## src/rtl/jtcps_snd_pkg.sv

```systemverilog
// Shared constants for the CPS sound-CPU bus decoder.
// Holds the Z80 memory-map page codes, the banked-ROM base/size and the
// IO select codes taken from A[3:1] inside the IO page.
package jtcps_snd_pkg;

  // A[15:12] page codes
  localparam logic [3:0] RAM_PAGE  = 4'hD;
  localparam logic [3:0] IO_PAGE   = 4'hF;
  // A[15:14] code of the banked ROM window (8000-BFFF)
  localparam logic [1:0] BANK_PAGE = 2'b10;

  // Banked window lands right after the 32 kB fixed ROM
  localparam int unsigned BANK_BASE = 32'h8000;
  localparam int unsigned BANK_SIZE = 32'h4000;

  // IO select codes on A[3:1]; latch i uses IO_LATCH + i
  typedef enum logic [2:0] {
    IO_FM    = 3'd0,
    IO_OKI   = 3'd1,
    IO_BANK  = 3'd2,
    IO_SS    = 3'd3,
    IO_LATCH = 3'd4
  } io_code_e;

  function automatic logic [31:0] bank_addr(input logic [3:0] bank, input logic [13:0] offset);
    return BANK_BASE + 32'(bank) * BANK_SIZE + 32'(offset);
  endfunction

endpackage

```

## src/rtl/jtcps_sndlatch.sv

```systemverilog
// Main-to-sound command latches with pending flags.
// Ports:
//   clk, rst            clock, asynchronous active-high reset
//   cen, rd_n           Z80 clock enable and read strobe
//   sel[NLATCH]         registered latch selects from the bus decoder
//   latch_data/latch_wr main-CPU data and one-clk write strobes
//   latch_pend          per-latch "unread data" flag
//   dout, hit           data of the selected latch, any latch selected
//   nmi_n               sound-CPU NMI (only driven when JTCPS_SNDBUS_NMI_EN
//                       is defined, otherwise tied high)
module jtcps_sndlatch #(
  parameter int NLATCH = 2
) (
  input  logic                  clk,
  input  logic                  rst,
  input  logic                  cen,
  input  logic                  rd_n,
  input  logic [NLATCH-1:0]     sel,
  input  logic [8*NLATCH-1:0]   latch_data,
  input  logic [NLATCH-1:0]     latch_wr,
  output logic [NLATCH-1:0]     latch_pend,
  output logic [7:0]            dout,
  output logic                  hit,
  output logic                  nmi_n
);

  logic [7:0] data_reg [NLATCH];

  // A main-side write takes precedence over a simultaneous clearing read,
  // so the fresh command is never lost.
  always_ff @(posedge clk or posedge rst) begin
    if (rst) begin
      latch_pend <= '0;
      for (int i = 0; i < NLATCH; i++) data_reg[i] <= 8'h00;
    end else begin
      for (int i = 0; i < NLATCH; i++) begin
        if (latch_wr[i]) begin
          data_reg[i]   <= latch_data[8*i +: 8];
          latch_pend[i] <= 1'b1;
        end else if (cen && !rd_n && sel[i]) begin
          latch_pend[i] <= 1'b0;
        end
      end
    end
  end

  always_comb begin
    dout = 8'h00;
    for (int i = 0; i < NLATCH; i++) begin
      if (sel[i]) dout = data_reg[i];
    end
  end

  assign hit = |sel;

`ifdef JTCPS_SNDBUS_NMI_EN
  assign nmi_n = ~|latch_pend;
`else
  assign nmi_n = 1'b1;
`endif

endmodule

```

## src/rtl/jtcps_sndbus.sv

```systemverilog
// CPS sound-CPU (Z80) bus decoder.
// Decodes fixed/banked ROM, RAM, FM/OKI devices, bank and OKI-ss registers
// and the main-to-sound command latches; stalls the CPU through cpu_cen
// until ROM data has been stable for two clocks.
// Ports:
//   clk, rst                      48 MHz clock, asynchronous active-high reset
//   cen / cpu_cen                 Z80 clock enable in / gated enable out
//   A, mreq_n, rd_n, wr_n, cpu_dout, cpu_din   Z80 bus
//   latch_data, latch_wr, latch_pend           main-CPU command latches
//   nmi_n                         sound-CPU NMI
//   fm_cs, oki_cs, fm_dout, oki_dout, oki_ss, dev_wrn   sound devices
//   ram_addr, ram_we, ram_dout    sound RAM
//   rom_addr, rom_cs, rom_data, rom_ok         ROM fetch interface
// Option: define JTCPS_SNDBUS_NMI_EN to raise NMI while a latch is pending.
module jtcps_sndbus
  import jtcps_snd_pkg::*;
#(
  parameter int NLATCH = 2,
  parameter int BANKW  = 1,
  parameter int RAMAW  = 11
) (
  input  logic                  clk,
  input  logic                  rst,
  input  logic                  cen,
  output logic                  cpu_cen,
  input  logic [15:0]           A,
  input  logic                  mreq_n,
  input  logic                  rd_n,
  input  logic                  wr_n,
  input  logic [7:0]            cpu_dout,
  output logic [7:0]            cpu_din,
  input  logic [8*NLATCH-1:0]   latch_data,
  input  logic [NLATCH-1:0]     latch_wr,
  output logic [NLATCH-1:0]     latch_pend,
  output logic                  nmi_n,
  output logic                  fm_cs,
  output logic                  oki_cs,
  input  logic [7:0]            fm_dout,
  input  logic [7:0]            oki_dout,
  output logic                  oki_ss,
  output logic                  dev_wrn,
  output logic [RAMAW-1:0]      ram_addr,
  output logic                  ram_we,
  input  logic [7:0]            ram_dout,
  output logic [15+BANKW-1:0]   rom_addr,
  output logic                  rom_cs,
  input  logic [7:0]            rom_data,
  input  logic                  rom_ok
);

  localparam int ROMAW = 15 + BANKW;

  logic [BANKW-1:0]  bank_reg;
  logic              rom_cs_next, ram_cs_next, fm_cs_next, oki_cs_next;
  logic              bank_cs_next, ss_cs_next, io_hit;
  logic [ROMAW-1:0]  rom_addr_next;
  logic [NLATCH-1:0] lsel_next, lsel_reg;
  logic              ram_cs_reg, bank_cs_reg, ss_cs_reg;
  logic              ok1_reg, ok2_reg, rom_restart, rom_wait;
  logic [7:0]        lat_dout;
  logic              lat_hit;
  logic              dev_hit_reg, lat_hit_reg, mem_hit_reg;
  logic [7:0]        dev_data_reg, lat_data_reg, mem_data_reg;
  io_code_e          io_code;
  logic              unused_dout;

  // Only the low bits of cpu_dout are consumed by the bank/ss registers;
  // RAM write data reaches the RAM directly from the CPU.
  assign unused_dout = ^cpu_dout;

  always_comb begin
    io_code       = io_code_e'(A[3:1]);
    io_hit        = ~mreq_n & (A[15:12] == IO_PAGE);
    rom_cs_next   = ~mreq_n & ~rd_n & (~A[15] | (A[15:14] == BANK_PAGE));
    rom_addr_next = A[15] ? ROMAW'(bank_addr(4'(bank_reg), A[13:0]))
                          : ROMAW'(A[14:0]);
    ram_cs_next   = ~mreq_n & (A[15:12] == RAM_PAGE);
    fm_cs_next    = io_hit & (io_code == IO_FM);
    oki_cs_next   = io_hit & (io_code == IO_OKI);
    bank_cs_next  = io_hit & (io_code == IO_BANK);
    ss_cs_next    = io_hit & (io_code == IO_SS);
  end

  for (genvar gi = 0; gi < NLATCH; gi++) begin : g_lsel
    assign lsel_next[gi] = io_hit & (int'(A[3:1]) == int'(IO_LATCH) + gi);
  end

  // A new ROM access (first cycle or address change) must see rom_ok
  // afresh, so stale "ok" history from the previous fetch is discarded.
  assign rom_restart = rom_cs_next & (~rom_cs | (rom_addr_next != rom_addr));

  always_ff @(posedge clk or posedge rst) begin
    if (rst) begin
      rom_cs      <= 1'b0;
      rom_addr    <= '0;
      ram_cs_reg  <= 1'b0;
      ram_addr    <= '0;
      fm_cs       <= 1'b0;
      oki_cs      <= 1'b0;
      bank_cs_reg <= 1'b0;
      ss_cs_reg   <= 1'b0;
      lsel_reg    <= '0;
      bank_reg    <= '0;
      oki_ss      <= 1'b0;
      ok1_reg     <= 1'b0;
      ok2_reg     <= 1'b0;
    end else begin
      rom_cs      <= rom_cs_next;
      rom_addr    <= rom_addr_next;
      ram_cs_reg  <= ram_cs_next;
      ram_addr    <= A[RAMAW-1:0];
      fm_cs       <= fm_cs_next;
      oki_cs      <= oki_cs_next;
      bank_cs_reg <= bank_cs_next;
      ss_cs_reg   <= ss_cs_next;
      lsel_reg    <= lsel_next;
      if (cen && !wr_n) begin
        if (bank_cs_reg) bank_reg <= cpu_dout[BANKW-1:0];
        if (ss_cs_reg)   oki_ss   <= cpu_dout[0];
      end
      if (rom_restart) begin
        ok1_reg <= 1'b0;
        ok2_reg <= 1'b0;
      end else begin
        ok1_reg <= rom_cs & rom_ok;
        ok2_reg <= ok1_reg & rom_cs & rom_ok;
      end
    end
  end

  assign rom_wait = rom_cs & ~ok2_reg;
  assign cpu_cen  = cen & ~rom_wait;
  assign dev_wrn  = ~((fm_cs | oki_cs) & ~wr_n & ~mreq_n);
  assign ram_we   = ram_cs_reg & ~wr_n & ~mreq_n;

  jtcps_sndlatch #(.NLATCH(NLATCH)) u_latch (
    .clk        (clk),
    .rst        (rst),
    .cen        (cen),
    .rd_n       (rd_n),
    .sel        (lsel_reg),
    .latch_data (latch_data),
    .latch_wr   (latch_wr),
    .latch_pend (latch_pend),
    .dout       (lat_dout),
    .hit        (lat_hit),
    .nmi_n      (nmi_n)
  );

  // Read path: first stage captures each source class, second stage picks
  // device > latch > memory, open bus reads as FF.
  always_ff @(posedge clk or posedge rst) begin
    if (rst) begin
      dev_hit_reg  <= 1'b0;
      lat_hit_reg  <= 1'b0;
      mem_hit_reg  <= 1'b0;
      dev_data_reg <= 8'hFF;
      lat_data_reg <= 8'hFF;
      mem_data_reg <= 8'hFF;
      cpu_din      <= 8'hFF;
    end else begin
      dev_hit_reg  <= fm_cs | oki_cs;
      dev_data_reg <= fm_cs ? fm_dout : oki_dout;
      lat_hit_reg  <= lat_hit;
      lat_data_reg <= lat_dout;
      mem_hit_reg  <= rom_cs | ram_cs_reg;
      mem_data_reg <= rom_cs ? rom_data : ram_dout;
      if (dev_hit_reg)      cpu_din <= dev_data_reg;
      else if (lat_hit_reg) cpu_din <= lat_data_reg;
      else if (mem_hit_reg) cpu_din <= mem_data_reg;
      else                  cpu_din <= 8'hFF;
    end
  end

endmodule

```

## config.mk

```make
export PLATFORM = sky130hd
export DESIGN_NAME = jtcps_sndbus
export DESIGN_NICKNAME = d
export VERILOG_FILES = /design/src/rtl/jtcps_snd_pkg.sv /design/src/rtl/jtcps_sndlatch.sv /design/src/rtl/jtcps_sndbus.sv
export SDC_FILE = /design/constraint.sdc
export NUM_CORES = 1
export LEC_CHECK = 0
export CAP_MARGIN = 0
export CORE_UTILIZATION = 47
export CTS_CLUSTER_DIAMETER = 100
export DETAILED_ROUTE_END_ITERATION = 10
export PLACE_DENSITY_LB_ADDON = 0.12
export SETUP_SLACK_MARGIN = 0.4
export SLEW_MARGIN = 10
export SYNTH_ARGS = -nofsm -noshare
export SYNTH_HDL_FRONTEND = slang
export SYNTH_SLANG_ARGS = --single-unit
```

## constraint.sdc

```tcl
create_clock -name clk -period 4.25 [get_ports clk]
set_clock_uncertainty 0.1 [all_clocks]
set_input_delay 0.85 -clock clk [delete_from_list [all_inputs] [get_ports clk]]
set_output_delay 0.85 -clock clk [all_outputs]
set_load 0.02 [all_outputs]
```

==> flow_summary.ini, run 1 <==
[floorplan]
floorplan.core_area_um2 = 6490
io-pin-count = 126
die_x_um = 84.7
die_height_um = 84.7
floorplan.initialDensity = 0.495
row_count = 29
floorplan.die_area_um2 = 7180

[clock_tree]
clk-insertion-delay-late_ps = 350
cts.htree.levels = 3
resized_cells_post_cts = 0
cts-buffers-inserted = 9
clock-sinks = 81
clock_transition_at_path_regs_ps = 80
postCtsSetupRepairBufs = 0
clk_root_buffer_cell = clkbuf_8
ctsHoldBuffers = 0
tritoncts = built
cts-root-to-sink-buffers = 2

[routing]
detailedRoute.firstIterationViolations = 108
post_drt_via_cell_ratio = 4.98
post_drt_wl_per_cell_um = 15.1
detail_route.first_pass.iterations = 9
post_route_drc = 9
drtAntennaViolNets = 0
totalWireLength_um = 6480
total_number_of_vias = 2136

[run]
maxCapViolations = 0

[setup_path]
critical_path.startpoint = mreq_n
top_cell_by_count_worst_path = clkdlybuf4s50_1
critPathLaunchType = input pin
worstSetupEndpointType = output pin
cp_data_arrival_time_ps = 2280
maximum_single_stage_delay_on_the_critical_path_ps = 590
worstPathMaxFanout = 4
cp_top_family = buffers and inverters
timing.critical_path.cells = clkdlybuf4s50_1, nor2_1, and2_1, clkdlybuf4s50_1
critical_path.n_buffers_inverters = 2
r2r_start = rom_addr[3]
worst_endpoint_required_time_ps = 3300
criticalPathCategory = in2out
crit_path_top_delay_cell = clkdlybuf4s50_1

[outcome]
status = finished, violations left
violations = DRC

[logic_synthesis]
synth.distinct_cells = 36
synth_seq_cells = 81
syn_inst = 236
synth_seq_area_share = 0.643
synth_edf_count = 0
syn_nets = 317
synth_ff_type = dfrtp_1
synthesized_area_um2 = 3220
ys_warn_count = 0
syn-mean-instance-area_um2 = 13.6
synthArstFlopShare = 1.00

[place]
io_buffers = 117
place_worst_setup_slack_ps = 1010
globalplace.congestion = 0.822
place.detailed.hpwl_um = 4930

[timing]
rsz_0062_raised_after_global_routing = false
slew_headroom = 0.634
final_max_slew_viol_count = 0
finalWorstPathRequiredPeriod_ps = 3230
transition_time_of_the_tightest_slew_check_pin_ps = 549
fin_tns_setup_ps = 0
report.final.hold_viol_count = 0
post-route-worst-setup-slack_ps = 1020
setup_viol = 0
fmax_ghz = 0.310
final_min_period_over_clock_period = 0.759

[power]
worst_ir_drop_vdd_mv = 0.286
power_density_nw_per_um2 = 352
cellLeakagePower_nw = 1.86
design_power_total_mw = 1.61

[finish]
most-common-layout-cells = clkdlybuf4s50_1, dfrtp_1, mux2_2, dfstp_2, nand2_1
syn_to_final_growth_pct = 42.2
antennaDiodeCount = 0
fin_nets = 428
final_common_cell = clkdlybuf4s50_1
n_fill_cell = 479
final_layout_size_suffix_gt1_frac = 0.259

[min_path]
hold_path_class = reg2reg
hold_path_origin = dev_data_reg[6]

[grt]
number_of_global_route_vias_before_repair = 2219
grt_remaining_overflow = 0
grt_pass1_wl_um = 10700
grt_antenna_before_repair = 0
grt_use_total = 0.201
grt_max_degree = 35
layer usage:
layer | global-route usage | vias to the layer above | routed length (µm)
met5 | 0 | - | 0
met4 | 0.0786 | 0 | 144
met2 | 0.319 | 67 | 3160
li1 | - | 1020 | -
met3 | 0.0747 | 17 | 403
met1 | 0.253 | 1032 | 2770
cells in the mapped netlist (2+ instances only):
cell      instances  area share
nor4_1            2      0.0039
xnor2_1           4       0.011
nor3_1            2      0.0031
dfrtp_1          49        0.38
or2_2             3      0.0058
nand2_1          18       0.021
o21ai_0           9       0.014
buf_2             3      0.0047
nor2b_1           3      0.0058
a21o_1            2      0.0047
xor2_1           12       0.033
nand3_1           4      0.0062
clkbuf_1          3      0.0035
and3_1            2      0.0039
o21ai_1           2      0.0031
nor2_1            5      0.0058
a21oi_1           2      0.0031
a22o_1            7       0.019
inv_1             5      0.0058
buf_4            13       0.030
dfstp_2          32        0.26
mux2_2           34        0.12
o22ai_1           7       0.014
cells by family (layout without fill, tap and decap cells):
group | after synthesis | count (layout) | synth area share
buf+inv | 24 | 140 | 0.0443
compound gates | 31 | 31 | 0.0630
xor+xnor | 16 | 16 | 0.0436
flops | 81 | 81 | 0.643
simple gates | 48 | 48 | 0.0817
mux | 35 | 35 | 0.124
other cells | 1 | 1 | 0.00117
area by class of cell:
cell class	count	area (µm²)	area share
clock buffers	11	141	0.0309
repair buffers	119	1190	0.259
flip-flops and latches	81	2070	0.452
inverters	5	20.0	0.00438
multi-input cells	131	1010	0.220
clock inverters	5	55.1	0.0120
well taps	77	96.3	0.0211
worst min-delay path, stage by stage, from the launching register on:
cell     delay [ps]
dfstp_2         360
nand2_1          40
o21ai_0          70
per-stage QoR:
step	hold WS [ps]	utilization	area (µm²)	std cells
6_report	374	0.704	4570	429
5_1_grt	411	0.704	4570	429
4_1_cts	377	0.704	4570	429
3_5_place_dp	372	0.674	4380	413
3_3_place_gp	359	0.674	4380	413
2_1_floorplan	327	-	3220	236
worst paths after layout:
kind | end | slack (ps) | cells after the start
setup / recovery | ram_we | 1020 | 4
hold / removal | cpu_din[6] | 370 | 2
setup reg to reg | ok1_reg | 2770 | 4
hold reg to reg | cpu_din[6] | 370 | 2
max in group asynchronous | lat_data_reg[2] | 2530 | 3
min in group asynchronous | u_latch.latch_pend[1] | 710 | 2
report_power, final:
part           total (mW)  switching, mW  internal (mW)
clock network       0.547          0.262          0.285
registers           0.844         0.0224          0.822
logic               0.217         0.0878          0.129
total                1.61          0.372           1.24
No activity file was read; power rests on OpenSTA's default activity.
==> inputs of run 2 (changes only) <==
--- a/config.mk
+++ b/config.mk
@@ -6,7 +6,7 @@
 export NUM_CORES = 1
 export LEC_CHECK = 0
 export CAP_MARGIN = 0
-export CORE_UTILIZATION = 47
+export CORE_UTILIZATION = 39
 export CTS_CLUSTER_DIAMETER = 100
 export DETAILED_ROUTE_END_ITERATION = 10
 export PLACE_DENSITY_LB_ADDON = 0.12
==> constraint.sdc (replaced) <==
create_clock -name clk -period 2.72 [get_ports clk]
set_clock_uncertainty 0.1 [all_clocks]
set_input_delay 0.544 -clock clk [delete_from_list [all_inputs] [get_ports clk]]
set_output_delay 0.544 -clock clk [all_outputs]
set_load 0.02 [all_outputs]
==> run 2 against run 1 <==
Sequential cell count unchanged. Sequential share of layout area shrank 0.57 points. The flow now finishes without violations. Via count decreased by 1.1%. Clock power increased by 67%.
==> flow_summary.ini, run 2 (synthesis results as in run 1) <==
[outcome]
status = complete, no violations

[floorplan]
floorplan.die_area_um2 = 8620
floorplan.core_area_um2 = 7850
die_x_um = 92.8
io-pin-count = 126
row_count = 32
die_height_um = 92.8
floorplan.initialDensity = 0.410

[setup_path]
crit_path_top_delay_cell = clkdlybuf4s50_1
rr_endpoint = ok2_reg
critical_path.n_buffers_inverters = 2
critical_path.startpoint = cen
critPathLaunchType = input pin
criticalPathCategory = in2out
timing.critical_path.cells = clkdlybuf4s50_1, a21boi_0, dlygate4sd2_1
cp_data_arrival_time_ps = 1560
timing.critical_path.to = cpu_cen
worst-r2r-cell-count = 4
r2r_start = rom_addr[3]
r2r_setup_slack_ps = 1220
worstPathMaxFanout = 3
maximum_single_stage_delay_on_the_critical_path_ps = 500
worst_endpoint_required_time_ps = 2080
cp_top_family = buffers and inverters
cell_depth_of_the_worst_setup_path = 3
worstSetupEndpointType = output pin

[clock_tree]
cts-buffers-inserted = 9
cts-root-to-sink-buffers = 2
clock-sinks = 81
tritoncts = built
clk_root_buffer_cell = clkbuf_8
clk-insertion-delay-late_ps = 350
ctsHoldBuffers = 0
cts.htree.levels = 3
clock_transition_at_path_regs_ps = 80

[finish]
antennaDiodeCount = 0
n_fill_cell = 673
final_layout_size_suffix_gt1_frac = 0.266
final_util = 0.590
stdcell_count = 456
final_common_cell = clkdlybuf4s50_1
post-route-cell-area_um2 = 4630
fin_nets = 430
most-common-layout-cells = clkdlybuf4s50_1, dfrtp_1, mux2_2, dfstp_2, nand2_1
syn_to_final_growth_pct = 44.0

[timing]
finalWorstPathRequiredPeriod_ps = 2210
final_max_slew_viol_count = 0
report.final.hold_viol_count = 0
rsz_0062_raised_after_global_routing = false
transition_time_of_the_tightest_slew_check_pin_ps = 620
final_min_period_over_clock_period = 0.812
fmax_ghz = 0.453
final.hold.worst_slack_ps = 376
slew_headroom = 0.587
post-route-worst-setup-slack_ps = 511
setup_viol = 0
fin_tns_setup_ps = 0

[power]
design_power_total_mw = 2.57
worst_ir_drop_vdd_mv = 0.292
internal_power_mw = 1.97
netSwitchingPower_mw = 0.599
p_sw_frac = 0.233
p_comb_frac = 0.133
cellLeakagePower_nw = 1.88
sequentialPowerShare = 0.512
power_density_nw_per_um2 = 555
clock_power_share = 0.355

[routing]
post_route_drc = 0
totalWireLength_um = 6560
detailedRoute.firstIterationViolations = 97
post_drt_via_cell_ratio = 4.63
post_drt_wl_per_cell_um = 14.4
detail_route.first_pass.iterations = 4
drtAntennaViolNets = 0
total_number_of_vias = 2113

[grt]
grt_antenna_before_repair = 0
number_of_global_route_vias_before_repair = 2159
grt_use_total = 0.167
grt_remaining_overflow = 0
grt_max_degree = 54
grt_pass1_wl_um = 10800

[place]
place.detailed.hpwl_um = 4980
placed_area_um2 = 4430
io_buffers = 117
placedCellCount = 440
place_worst_setup_slack_ps = 179
globalplace.congestion = 0.798

[min_path]
hold_path_class = reg2reg

[run]
maxCapViolations = 0
run 2: changes by cell type in the layout (fill, tap and decap cells not counted), sizes merged:
| cell | change |
|---|---|
| buf | +2 |
| clkbuf | +1 |
| inv | +2 |
| clkdlybuf4s50 | -3 |
| clkinv | -2 |
| dlygate4sd2 | +2 |
run 2: power groups by stage:
stage,sequential (mW),clock (mW),combinational (mW)
global route,1.32,1.00,0.371
detailed placement,1.34,0,0.348
finish,1.32,0.912,0.341
global placement,1.34,0,0.344
floorplan,1.36,0,0.135
CTS,1.32,0.944,0.348
run 2: metal layers:
metal / track usage / up-vias / part of all wire
met4: 0.0462 / 0 / 0.011
li1: - / 1023 / -
met2: 0.259 / 67 / 0.48
met5: 0 / - / 0
met1: 0.224 / 1015 / 0.45
met3: 0.0567 / 8 / 0.057
run 2: final cells by class:
cell class	instances	area, µm²	share of cell area
clock inverter	5	61.3	0.0132
multi-input combinational	131	1010	0.217
timing repair buffer	121	1190	0.258
tap	102	128	0.0276
clock buffer	11	153	0.0330
inverter	5	22.5	0.00486
sequential	81	2070	0.446
run 2: how the worst min path moves through the flow:
stage | startpoint | to | cells after the start
finish | dev_data_reg[6] | cpu_din[6] | 2
global route | dev_data_reg[3] | cpu_din[3] | 2
CTS | dev_data_reg[6] | cpu_din[6] | 2
detailed placement | u_latch.latch_pend[0] | u_latch.latch_pend[0] | 1
global placement | dev_data_reg[6] | cpu_din[6] | 2
floorplan | ram_cs_reg | mem_hit_reg | 1
run 2: timing repair:
| action | 4_1_cts | 5_1_grt |
|---|---|---|
| gates resized for setup | 3 | 2 |
| setup buffers | 0 | 0 |
| endpoints found under the setup margin | 3 | 1 |
run 2: worst register-to-register path: cells and delay by family, from the launching register on:
kind,cells,cell delay [ps]
flops,1,410
xor+xnor,1,150
simple gates,2,600
compound gates,1,160
==> inputs of run 3 (changes only) <==
==> constraint.sdc (replaced) <==
create_clock -name clk -period 1.89 [get_ports clk]
set_clock_uncertainty 0.1 [all_clocks]
set_input_delay 0.378 -clock clk [delete_from_list [all_inputs] [get_ports clk]]
set_output_delay 0.378 -clock clk [all_outputs]
set_load 0.02 [all_outputs]
==> run 3 against run 2 <==
Count of clock-buffer cells in the layout down 2. Power is 52% higher. Clock power up 67%.
==> flow_summary.ini, run 3 (synthesis results as in run 1) <==
[timing]
rsz_0062_raised_after_global_routing = true
fmax_ghz = 0.611
slew_headroom = 0.617
setup_viol = 0
report.final.hold_viol_count = 0
final_max_slew_viol_count = 0
final_min_period_over_clock_period = 0.866
finalWorstPathRequiredPeriod_ps = 1640
transition_time_of_the_tightest_slew_check_pin_ps = 573
fin_tns_setup_ps = 0

[grt]
grt_remaining_overflow = 0
grt_max_degree = 35
grt_use_total = 0.173
number_of_global_route_vias_before_repair = 2286
grt_pass1_wl_um = 11300
grt_antenna_before_repair = 0

[clock_tree]
clk_root_buffer_cell = clkbuf_8
cts-buffers-inserted = 9
clock-sinks = 81
tritoncts = built
ctsHoldBuffers = 0
clock_transition_at_path_regs_ps = 90
cts.htree.levels = 3
clk-insertion-delay-late_ps = 350
cts-root-to-sink-buffers = 2

[finish]
final_layout_size_suffix_gt1_frac = 0.439
final_common_cell = clkdlybuf4s50_1
stdcell_count = 471
syn_to_final_growth_pct = 46.1
most-common-layout-cells = clkdlybuf4s50_1, dfrtp_1, mux2_2, dfstp_2, buf_2
fin_nets = 445
final_util = 0.599
antennaDiodeCount = 0
post-route-cell-area_um2 = 4700

[setup_path]
critPathLaunchType = register
worstSetupEndpointType = output pin
worstPathMaxFanout = 2
timing.critical_path.cells = or2_4, nand2_4, buf_6
r2r_start = lsel_reg[1]
r2r_setup_slack_ps = 420
criticalPathCategory = reg2out
cp_data_arrival_time_ps = 1160
worst-r2r-cell-count = 2
rr_endpoint = lat_data_reg[4]
worst_endpoint_required_time_ps = 1410
maximum_single_stage_delay_on_the_critical_path_ps = 410
crit_path_top_delay_cell = dfrtp_2

[routing]
drtAntennaViolNets = 0
detailroute.wirelength.met3_um = 370
post_drt_wl_per_cell_um = 14.7
detailedRoute.firstIterationViolations = 37
post_route_drc = 0
total_number_of_vias = 2196
met2WireLength_um = 3290
drt-met1-wl_um = 3160
route.top_layer_used = met4
post_drt_via_cell_ratio = 4.66
totalWireLength_um = 6930
detail_route.first_pass.iterations = 4

[place]
placed_area_um2 = 4530
place.detailed.hpwl_um = 5240
globalplace.congestion = 0.794
placedCellCount = 451
io_buffers = 117

[floorplan]
die_height_um = 92.8
floorplan.initialDensity = 0.410
floorplan.die_area_um2 = 8620
io-pin-count = 126
floorplan.core_area_um2 = 7850
die_x_um = 92.8
row_count = 32

[min_path]
whs_path_depth = 2
hold_path_end = rom_addr[3]
hold_path_class = in2reg
hold_path_origin = A[3]

[power]
cellLeakagePower_nw = 2.04
power_density_nw_per_um2 = 831
worst_ir_drop_vdd_mv = 0.403

[run]
maxCapViolations = 0

[outcome]
status = complete, no violations
-- run 3: cell types whose count changed in the layout (fill, tap and decap cells not counted), moves of 2 or more --
cell,delta
clkdlybuf4s15_1,+2
dfrtp_1,-2
buf_6,+11
dfrtp_2,+2
bufinv_16,+2
buf_2,+32
dlymetal6s2s_1,+3
clkdlybuf4s50_1,-47
buf_4,+14
-- run 3: metrics by stage --
step	hold slack, ps	setup WS (ps)	power [mW]
2_1_floorplan	309	417	2.15
5_1_grt	203	187	4.08
6_report	222	253	3.91
3_3_place_gp	359	-347	2.44
4_1_cts	262	232	3.97
3_5_place_dp	351	-346	2.45
-- run 3: where the power goes --
part	internal [mW]	total, mW	switching, mW
combinational	0.282	0.494	0.212
clock	0.889	1.52	0.627
sequential	1.85	1.90	0.0479
-- run 3: worst max-delay path: cells and delay by family, from the launching register on --
family,cells,cell delay [ps]
buffers and inverters,1,110
and+or+nand+nor,2,300
DFF,1,410
-- run 3: worst max path at each step --
stage,cells after the start,endpoint,slack [ps],start
CTS,3,dev_wrn,230,fm_cs
detailed placement,5,dev_wrn,-350,wr_n
global route,3,dev_wrn,190,fm_cs
finish,3,dev_wrn,250,fm_cs
floorplan,3,dev_wrn,420,fm_cs
global placement,5,dev_wrn,-350,wr_n
-- run 3: what timing repair did --
action	4_1_cts	5_1_grt
resized for setup	203	13
setup endpoints to repair	46	19
setup buffers	4	0
pin swaps	5	5
-- run 3: layout make-up --
| type | instances | area (µm²) |
|---|---|---|
| sequential | 81 | 2070 |
| timing repair buffer | 136 | 1190 |
| inverter | 5 | 22.5 |
| fill | 684 | 3150 |
| tap | 102 | 128 |
| multi-input combinational | 131 | 1040 |
| clock buffer | 9 | 124 |
| clock inverter | 7 | 124 |
-- run 3: per-layer routing --
layer / track usage / up-vias
li1: - / 1059
met3: 0.0534 / 10
met1: 0.226 / 1060
met4: 0.0590 / 0
met2: 0.274 / 67
met5: 0 / -
